`src/rtl/vc_release_monitor_pkg.sv`:
```
// Shared types and sizing helpers for the per-input-port VC release monitor.
package vc_release_monitor_pkg;

  // Defaults shared with the input buffer so both sides agree on VC depth.
  localparam int VC_NUM_DEFAULT      = 4;
  localparam int BUFFER_SIZE_DEFAULT = 8;

  // Packet lifecycle of one virtual channel.
  typedef enum logic [1:0] {
    VC_IDLE   = 2'd0,
    VC_ACTIVE = 2'd1,
    VC_DRAIN  = 2'd2
  } vc_life_t;

  // Counter width able to hold 0..depth inclusive.
  function automatic int cnt_width(input int depth);
    return $clog2(depth + 1);
  endfunction

  // Select width for n channels, never narrower than one bit.
  function automatic int sel_width(input int n);
    return (n > 1) ? $clog2(n) : 1;
  endfunction

endpackage

```
`src/rtl/vc_release_monitor_lifecycle_fsm.sv`:
```
// Lifecycle tracker for one virtual channel: state, flit count,
// one-cycle release pulse and sticky protocol-error flag.
module vc_release_monitor_lifecycle_fsm
  import vc_release_monitor_pkg::*;
#(
  parameter  int BUFFER_SIZE = BUFFER_SIZE_DEFAULT,
  localparam int CNT_W       = cnt_width(BUFFER_SIZE)
) (
  input  logic             clk,
  input  logic             rst,
  input  logic             i_wr,
  input  logic             i_head,
  input  logic             i_tail,
  input  logic             i_rd,
  output logic             o_release,
  output logic             o_idle,
  output logic [CNT_W-1:0] o_cnt,
  output logic             o_error
);

  localparam logic [CNT_W-1:0] FULL = CNT_W'(BUFFER_SIZE);

  vc_life_t         r_state;
  vc_life_t         w_state_nxt;
  logic [CNT_W-1:0] r_cnt;
  logic [CNT_W-1:0] w_cnt_nxt;
  logic             r_release;
  logic             w_release_nxt;
  logic             r_idle;
  logic             r_error;
  logic             w_error_nxt;
  logic             w_proto_ok;
  logic             w_wr_acc;
  logic             w_rd_acc;

  // Decide which of this cycle's write/read are accepted; anything refused raises the sticky error.
  always_comb begin
    w_proto_ok = 1'b0;
    case (r_state)
      VC_IDLE:   w_proto_ok = i_head;
      VC_ACTIVE: w_proto_ok = ~i_head;
      default:   w_proto_ok = 1'b0;
    endcase
    // A full buffer still accepts a write when a flit leaves in the same cycle,
    // and an empty buffer still services a read when a flit bypasses it.
    w_wr_acc    = i_wr & w_proto_ok & ((r_cnt < FULL) | i_rd);
    w_rd_acc    = i_rd & ((r_cnt != '0) | w_wr_acc);
    w_error_nxt = r_error | (i_wr & ~w_wr_acc) | (i_rd & ~w_rd_acc);
  end

  // Advance the lifecycle; a packet whose tail is in and whose buffer empties releases the VC.
  always_comb begin
    w_cnt_nxt     = r_cnt + CNT_W'(w_wr_acc) - CNT_W'(w_rd_acc);
    w_state_nxt   = r_state;
    w_release_nxt = 1'b0;
    case (r_state)
      VC_IDLE:   if (w_wr_acc) w_state_nxt = i_tail ? VC_DRAIN : VC_ACTIVE;
      VC_ACTIVE: if (w_wr_acc && i_tail) w_state_nxt = VC_DRAIN;
      VC_DRAIN:  w_state_nxt = VC_DRAIN;
      default:   w_state_nxt = VC_IDLE;
    endcase
    // Checked on the post-transition state so a HEADTAIL bypass releases immediately.
    if (w_state_nxt == VC_DRAIN && w_cnt_nxt == '0) begin
      w_state_nxt   = VC_IDLE;
      w_release_nxt = 1'b1;
    end
  end

  // State and registered outputs; reset returns to IDLE without emitting a release.
  always_ff @(posedge clk or posedge rst) begin
    if (rst) begin
      r_state   <= VC_IDLE;
      r_cnt     <= '0;
      r_release <= 1'b0;
      r_idle    <= 1'b1;
      r_error   <= 1'b0;
    end else begin
      r_state   <= w_state_nxt;
      r_cnt     <= w_cnt_nxt;
      r_release <= w_release_nxt;
      r_idle    <= (w_state_nxt == VC_IDLE);
      r_error   <= w_error_nxt;
    end
  end

  assign o_release = r_release;
  assign o_idle    = r_idle;
  assign o_cnt     = r_cnt;
  assign o_error   = r_error;

endmodule

```
`src/rtl/vc_release_monitor.sv`:
```
// Downstream VC release monitor for one router input port: decodes the
// written flit's VC into per-VC strobes and runs one lifecycle tracker per VC.
module vc_release_monitor
  import vc_release_monitor_pkg::*;
#(
  parameter  int VC_NUM      = VC_NUM_DEFAULT,
  parameter  int BUFFER_SIZE = BUFFER_SIZE_DEFAULT,
  localparam int VC_SIZE     = sel_width(VC_NUM),
  localparam int CNT_W       = cnt_width(BUFFER_SIZE)
) (
  input  logic                          clk,
  input  logic                          rst,
  input  logic                          flit_valid_i,
  input  logic [VC_SIZE-1:0]            flit_vc_i,
  input  logic                          flit_is_head_i,
  input  logic                          flit_is_tail_i,
  input  logic [VC_NUM-1:0]             read_i,
  output logic [VC_NUM-1:0]             vc_release_o,
  output logic [VC_NUM-1:0]             vc_idle_o,
  output logic [VC_NUM-1:0][CNT_W-1:0]  occupancy_o,
  output logic [VC_NUM-1:0]             error_o
);

  for (genvar v = 0; v < VC_NUM; v++) begin : g_vc
    logic w_wr;

    // Out-of-range VC indices match no channel and are silently dropped.
    assign w_wr = flit_valid_i && (flit_vc_i == VC_SIZE'(v));

    vc_release_monitor_lifecycle_fsm #(
      .BUFFER_SIZE (BUFFER_SIZE)
    ) u_fsm (
      .clk       (clk),
      .rst       (rst),
      .i_wr      (w_wr),
      .i_head    (flit_is_head_i),
      .i_tail    (flit_is_tail_i),
      .i_rd      (read_i[v]),
      .o_release (vc_release_o[v]),
      .o_idle    (vc_idle_o[v]),
      .o_cnt     (occupancy_o[v]),
      .o_error   (error_o[v])
    );
  end

endmodule

```
`config.mk`:
```
export PLATFORM = sky130hd
export DESIGN_NAME = vc_release_monitor
export DESIGN_NICKNAME = d
export VERILOG_FILES = /design/src/rtl/vc_release_monitor_pkg.sv /design/src/rtl/vc_release_monitor_lifecycle_fsm.sv /design/src/rtl/vc_release_monitor.sv
export SDC_FILE = /design/constraint.sdc
export NUM_CORES = 1
export LEC_CHECK = 0
export BUFFER_PORTS_ARGS = -buffer_cell sky130_fd_sc_hd__clkbuf_2
export CAP_MARGIN = 30
export CORE_ASPECT_RATIO = 1.25
export CORE_MARGIN = 10
export CORE_UTILIZATION = 37
export CTS_CLUSTER_SIZE = 12
export DETAILED_ROUTE_END_ITERATION = 12
export PLACE_DENSITY = 0.53
export SLEW_MARGIN = 20
export SYNTH_ARGS = -nofsm -noshare
export SYNTH_HDL_FRONTEND = slang
export SYNTH_SLANG_ARGS = --single-unit
```
`constraint.sdc`:
```
create_clock -name clk -period 6.5 [get_ports clk]
set_clock_uncertainty 0.2 [all_clocks]
set_input_delay 0 -clock clk [delete_from_list [all_inputs] [get_ports clk]]
set_output_delay 0 -clock clk [all_outputs]
set_load 0.005 [all_outputs]
```
==> results of run 1 <==
==> layout make-up <==
class	count	share of cell area
Clock buffer	8	0.0374
Multi-Input combinational cell	132	0.431
Sequential cell	36	0.339
Inverter	33	0.0463
Tap cell	82	0.0384
Timing Repair Buffer	48	0.108
==> metrics by stage <==
step / instances / worst slack, ns / hold WS, ns
floorplan: 215 / 3.07 / -0.0360
global placement: 322 / 2.87 / -0.0778
detailed placement: 322 / 2.80 / -0.0708
CTS: 339 / 2.22 / 0.0184
global route: 339 / 1.86 / 0.0623
finish: 339 / 2.23 / 0.0252
==> layer usage <==
layer	vias up	wire length (µm)
met2	35	2250
met5	-	0
met1	769	2100
li1	824	-
met4	0	72
met3	5	266
==> power breakdown <==
group | total, mW | switching [mW] | internal [mW]
clock | 0.182 | 0.0849 | 0.0969
combinational | 0.666 | 0.365 | 0.301
sequential | 0.403 | 0.0787 | 0.325
==> worst register-to-register path: cells and delay by family (launching register included) <==
family | cells | cell delay, ns
compound gates | 5 | 1.51
xor+xnor | 1 | 0.18
fa+ha+maj | 3 | 0.86
simple gates | 1 | 0.41
flops | 1 | 0.43
buf+inv | 1 | 0.05
==> sequential cells by signal, indices dropped and copies added (netlist names) <==
name and cells:
g_vc.u_fsm.o_cnt 16, g_vc.u_fsm.r_state 8, g_vc.u_fsm.o_error 4, g_vc.u_fsm.o_idle 4, g_vc.u_fsm.o_release 4
==> timing repair <==
item,in CTS,in global routing
buffers inserted,0,0
hold buffers,9,0
endpoints found under the hold margin,55,0
==> cells by family (layout without fill, tap and decap cells) <==
family	count (synthesis)	after routing	synth area share
compound gates	53	53	0.206
flops	36	36	0.397
xor+xnor	12	12	0.0461
simple gates	43	43	0.109
buf+inv	47	89	0.0976
fa+ha+maj	24	24	0.145
==> Yosys cell counts, types with 4 or more instances <==
library cell  number  share of area
a2111oi_0          4          0.015
a2111oi_4          4          0.048
a211oi_1           4          0.013
a21o_1             4          0.013
a21oi_1           13          0.029
buf_4             12          0.039
dfrtp_1           32           0.35
dfstp_2            4          0.046
fa_1               4          0.035
ha_1              20           0.11
inv_1             33          0.054
nand2b_1           4          0.011
nand3_1            9          0.020
nand3b_1           4          0.013
nor2_1             9          0.015
o21a_1             7          0.023
o31ai_1            4          0.013
xnor2_1            6          0.023
xor2_1             6          0.023
==> worst paths after layout <==
kind | startpoint | cells after the start | end | slack (ns)
setup / recovery | flit_vc_i[0] | 15 | g_vc[0].u_fsm.r_state[1] | 2.23
hold / removal | flit_valid_i | 4 | g_vc[1].u_fsm.o_error | 0.03
setup reg to reg | g_vc[1].u_fsm.r_state[0] | 11 | g_vc[1].u_fsm.o_idle | 2.77
hold reg to reg | g_vc[3].u_fsm.o_error | 1 | g_vc[3].u_fsm.o_error | 0.28
max in group asynchronous | rst | 4 | g_vc[3].u_fsm.o_idle | 5.59
min in group asynchronous | rst | 4 | g_vc[1].u_fsm.o_cnt[0] | 0.14
==> results by group, run 1 <==
Outcome
  • Status: finished clean

Detailed routing
  • Iter 0 DRT Violations: 54
  • Vias: 1,633
  • DR WL/cell: 13.8 µm
  • DR pass1 iterations: 4
  • Drt via density: 4.82
  • Residual DRC count: 0
  • DRT antenna net count: 0
  • Routed WL: 4690 µm

GRT
  • Grt met2 use: 0.168
  • Most Crowded Layer GR: met2
  • Largest net degree at the start of global routing: 37
  • Grt total ovfl: 0
  • Total GRT Usage: 0.101
  • Met3 global-route usage: 0.0342
  • Initial antenna violation count: 0
  • First-pass GRT wire length: 8170 µm
  • Number of global-route vias before repair: 1,763
  • Grt met1 use: 0.119

Clock network
  • Clk sinks: 36
  • Root Driver: clkbuf_8
  • Worst-Skew Late Latency: 0.29 ns
  • CTS H-tree lvls: 2
  • Num CTS Buffers: 5
  • Post-CTS Resized: 0
  • CTS max path bufs: 2
  • CTS tree: done
  • Worst-path clk slew: 0.08 ns

Yosys
  • Async S/R FF share, synth: 1.00
  • Cell area after synthesis: 0.00228 mm²
  • Mean Syn Cell Area: 10.6 µm²
  • Post-synth EDFFs: 0
  • Post-synthesis register bit count: 36
  • Register area share after synthesis: 0.397
  • Synthesis Warnings: 0
  • Mapped Cells: 215
  • Post-synth net total: 250
  • Unique masters post-synth: 37
  • Ys flop type: dfrtp_1

Die
  • Die width: 90.2 µm
  • Die area: 0.00973 mm²
  • Chip height: 108 µm
  • Ports: 39
  • Row cnt: 31
  • Core area: 0.00590 mm²
  • Initial Util: 0.387

Cells and area
  • Final core utilization: 0.454
  • Number of fill cells: 607
  • Diode count: 0
  • Area Overhead vs Synth: 17.2%
  • Most common cell after layout, fill and taps aside: clkbuf_2
  • Finished Cell Area: 0.00267 mm²
  • Area of the multi-input gates: 0.00115 mm²
  • Most frequent cells in the layout: clkbuf_2, inv_1, dfrtp_1, ha_1, a21oi_1
  • Final nets: 291
  • Register area: 906 µm²
  • Layout cells sized above 1: 0.233

STA
  • Final TNS setup: 0 ns
  • Slew Limit Fails: 0
  • Hold Vio Cnt, Final: 0
  • Slew headroom: 0.590
  • FMAX: 234 MHz
  • Final Setup Violations: 0
  • Tmin final: 4.27 ns
  • Share of the clock period used by the worst path: 0.658
  • Unrepaired setup endpoints after global routing: no
  • Slew @ Worst Pin: 0.599 ns

Pwr
  • Pwr Total: 1.25 mW
  • Pleak: 1.24 nW
  • Worst vdd ir: 231 µV
  • Pwr dens: 468 mW/mm²

Worst setup path
  • WP data required: 6.48 ns
  • Critical path type: primary input to register
  • Worst-path maximum fanout: 5
  • Critical Path Max Stage Delay: 0.62 ns
  • Crit-path slowest cell: dlygate4sd3_1
  • Cell family with most CP delay: buffers and inverters
  • Worst Path Buf+Inv: 5
  • Cells along the critical path: dlygate4sd3_1, clkbuf_2, or3b_4, dlygate4sd3_1, a2111oi_4, o21a_1, ha_1, inv_1, ha_1, inv_1, fa_1, nand3b_1, a2111oi_0, nor2_1, a21boi_0
  • CP endpoint kind: register
  • Crit start category: primary input
  • Critical path arrival: 4.25 ns

Hold path
  • Hold WC Path Type: primary input to register

Place
  • Placer congestion estimate: 0.790
  • Area after DPL: 0.00248 mm²
  • Hpwl dp: 3530 µm
  • Port buffer count: 38

Job
  • Max Cap Viol: 0
(Power assumes the default switching activity.)
==> run 2: changes to the inputs <==
Clock period 6.5 ns to 4.26 ns, I/O delays scaled along.
==> results by group, run 2 (synthesized netlist as in run 1, its figures left out) <==
Outcome
  • Status: finished clean

Die
  • Core area: 0.00590 mm² (unchanged)
  • Ports: 39 (unchanged)
  • Row cnt: 31 (unchanged)
  • Die width: 90.2 µm (unchanged)
  • Initial Util: 0.387 (unchanged)
  • Die area: 0.00973 mm² (unchanged)
  • Chip height: 108 µm (unchanged)

Clock network
  • Cts hold-fix bufs: 9 (unchanged)
  • CTS H-tree lvls: 2 (unchanged)
  • Num CTS Buffers: 5 (unchanged)
  • CTS max path bufs: 2 (unchanged)
  • Post-CTS Resized: 0 (unchanged)
  • Root Driver: clkbuf_8
  • Worst-Skew Late Latency: 0.28 ns (about the same)
  • Worst-path clk slew: 0.07 ns (about the same)
  • Post-CTS Setup Inserts: 0 (unchanged)
  • Clk sinks: 36 (unchanged)
  • CTS tree: done

Place
  • Setup WS pre-CTS: 0.658 ns (-2.14 ns)
  • Placer congestion estimate: 0.822 (+3.9%)
  • Inst Count DP: 324 (+0.62%)
  • Hpwl dp: 3590 µm (+1.5%)
  • Area after DPL: 0.00250 mm² (+0.60%)
  • Port buffer count: 38 (unchanged)

STA
  • Final Setup Violations: 0 (unchanged)
  • Unrepaired setup endpoints after global routing: no
  • Tmin final: 3.68 ns
  • Share of the clock period used by the worst path: 0.864
  • Setup WS post-layout: 0.580 ns (-1.65 ns)
  • Slew Limit Fails: 0 (unchanged)
  • Slew @ Worst Pin: 0.599 ns (-0.0000430 ns)
  • Hold Vio Cnt, Final: 0 (unchanged)
  • Slew headroom: 0.590 (about the same)
  • FMAX: 272 MHz
  • Final TNS setup: 0 ns (unchanged)

Cells and area
  • Layout cells sized above 1: 0.234 (+0.000912)
  • Final nets: 293 (+0.69%)
  • Post-Layout Cell Count: 338 (-0.29%)
  • Max reg flops: 16 (unchanged)
  • Final core utilization: 0.451 (-0.00276)
  • Most frequent cells in the layout: clkbuf_2, inv_1, dfrtp_1, ha_1, a21oi_1
  • Number of fill cells: 607 (unchanged)
  • Area Overhead vs Synth: 16.4%
  • Finished Cell Area: 0.00266 mm² (-0.61%)
  • Most common cell after layout, fill and taps aside: clkbuf_2
  • Diode count: 0 (unchanged)

Pwr
  • Pwr dens: 701 mW/mm² (+50%)
  • Worst vdd ir: 408 µV (+77%)
  • Pleak: 1.23 nW (-0.38%)

Hold path
  • Hold WC Path Type: primary input to register
  • Hold Startpoint: flit_valid_i

GRT
  • Number of global-route vias before repair: 1,716 (-2.7%)
  • Grt total ovfl: 0 (unchanged)
  • First-pass GRT wire length: 7990 µm (-2.2%)
  • Total GRT Usage: 0.0998 (-0.00147)
  • Largest net degree at the start of global routing: 37 (unchanged)
  • Initial antenna violation count: 0 (unchanged)

Worst setup path
  • Cell family with most CP delay: compound AO/OA/AOI/OAI gates
  • R2r startpoint: g_vc[1].u_fsm.r_state[0]
  • CP Launch Point: flit_vc_i[0]
  • Crit start category: primary input
  • Critical Path Max Stage Delay: 0.55 ns (-0.07 ns)
  • Critical path arrival: 3.65 ns (-0.60 ns)
  • WP data required: 4.23 ns (-2.25 ns)
  • Worst Path Buf+Inv: 4 (-1)
  • Cells along the critical path: dlygate4sd3_1, clkbuf_2, or3b_4, a2111oi_4, o21a_1, ha_1, inv_1, ha_1, inv_1, fa_1, nand2b_1, a2111oi_0, nor2_1, a21boi_0
  • CP endpoint kind: register
  • Critical path type: primary input to register
  • Crit-path slowest cell: a2111oi_0
  • Worst-path maximum fanout: 5 (unchanged)

Detailed routing
  • Drt via density: 4.74 (-1.7%)
  • Routed WL: 4630 µm (-1.2%)
  • DRT antenna net count: 0 (unchanged)
  • DR WL/cell: 13.7 µm (-0.92%)
  • Iter 0 DRT Violations: 39 (-28%)
  • Vias: 1,601 (-2.0%)
  • Residual DRC count: 0 (unchanged)
  • DR pass1 iterations: 6 (+2)

Job
  • Max Cap Viol: 0 (unchanged)
## run 2: worst reg2reg max path, stage by stage (launching register included)
cell and delay, ns:
dfrtp_1 0.43, xnor2_1 0.18, a2111oi_4 0.31, buf_4 0.20, o21a_1 0.13, ha_1 0.21, inv_1 0.06, ha_1 0.19
fa_1 0.45, or3b_1 0.44, a2111oi_2 0.46, o211ai_1 0.13, o311ai_1 0.12
## run 2: routing by layer
metal  track usage  up-vias  routed length, µm
li1              -      826                  -
met1         0.115      739               2070
met2         0.164       31               2230
met3        0.0377        5                265
met4        0.0387        0                 70
met5             0        -                  0
## run 2: worst paths after layout
path	end	slack (ns)	cells past startpoint
setup / recovery	g_vc[0].u_fsm.r_state[1]	0.58	14
hold / removal	g_vc[1].u_fsm.o_error	0.03	4
min in group asynchronous	g_vc[1].u_fsm.o_cnt[3]	0.15	4
setup reg to reg	g_vc[1].u_fsm.o_idle	0.65	12
hold reg to reg	g_vc[3].u_fsm.o_error	0.27	1
max in group asynchronous	g_vc[2].u_fsm.o_idle	3.35	4
## run 2: final cells by class
type	instances	area [µm²]	area share
multi-input cells	132	1150	0.434
repair buffers	50	303	0.114
clock buffers	5	68.8	0.0259
inverters	33	124	0.0466
flip-flops and latches	36	906	0.341
well taps	82	103	0.0386
## run 2: report_power, final
group | leakage (nW) | internal (mW) | switching, mW
sequential | 0.425 | 0.496 | 0.119
combinational | 0.772 | 0.463 | 0.559
clock | 0.0359 | 0.106 | 0.119
total | 1.23 | 1.06 | 0.798
## run 2: metrics by stage
step	hold WS [ns]	power, mW
finish	0.0285	1.86
global route	0.0694	2.06
CTS	0.0196	1.89
detailed placement	-0.0703	1.65
global placement	-0.0748	1.64
floorplan	-0.0360	1.38
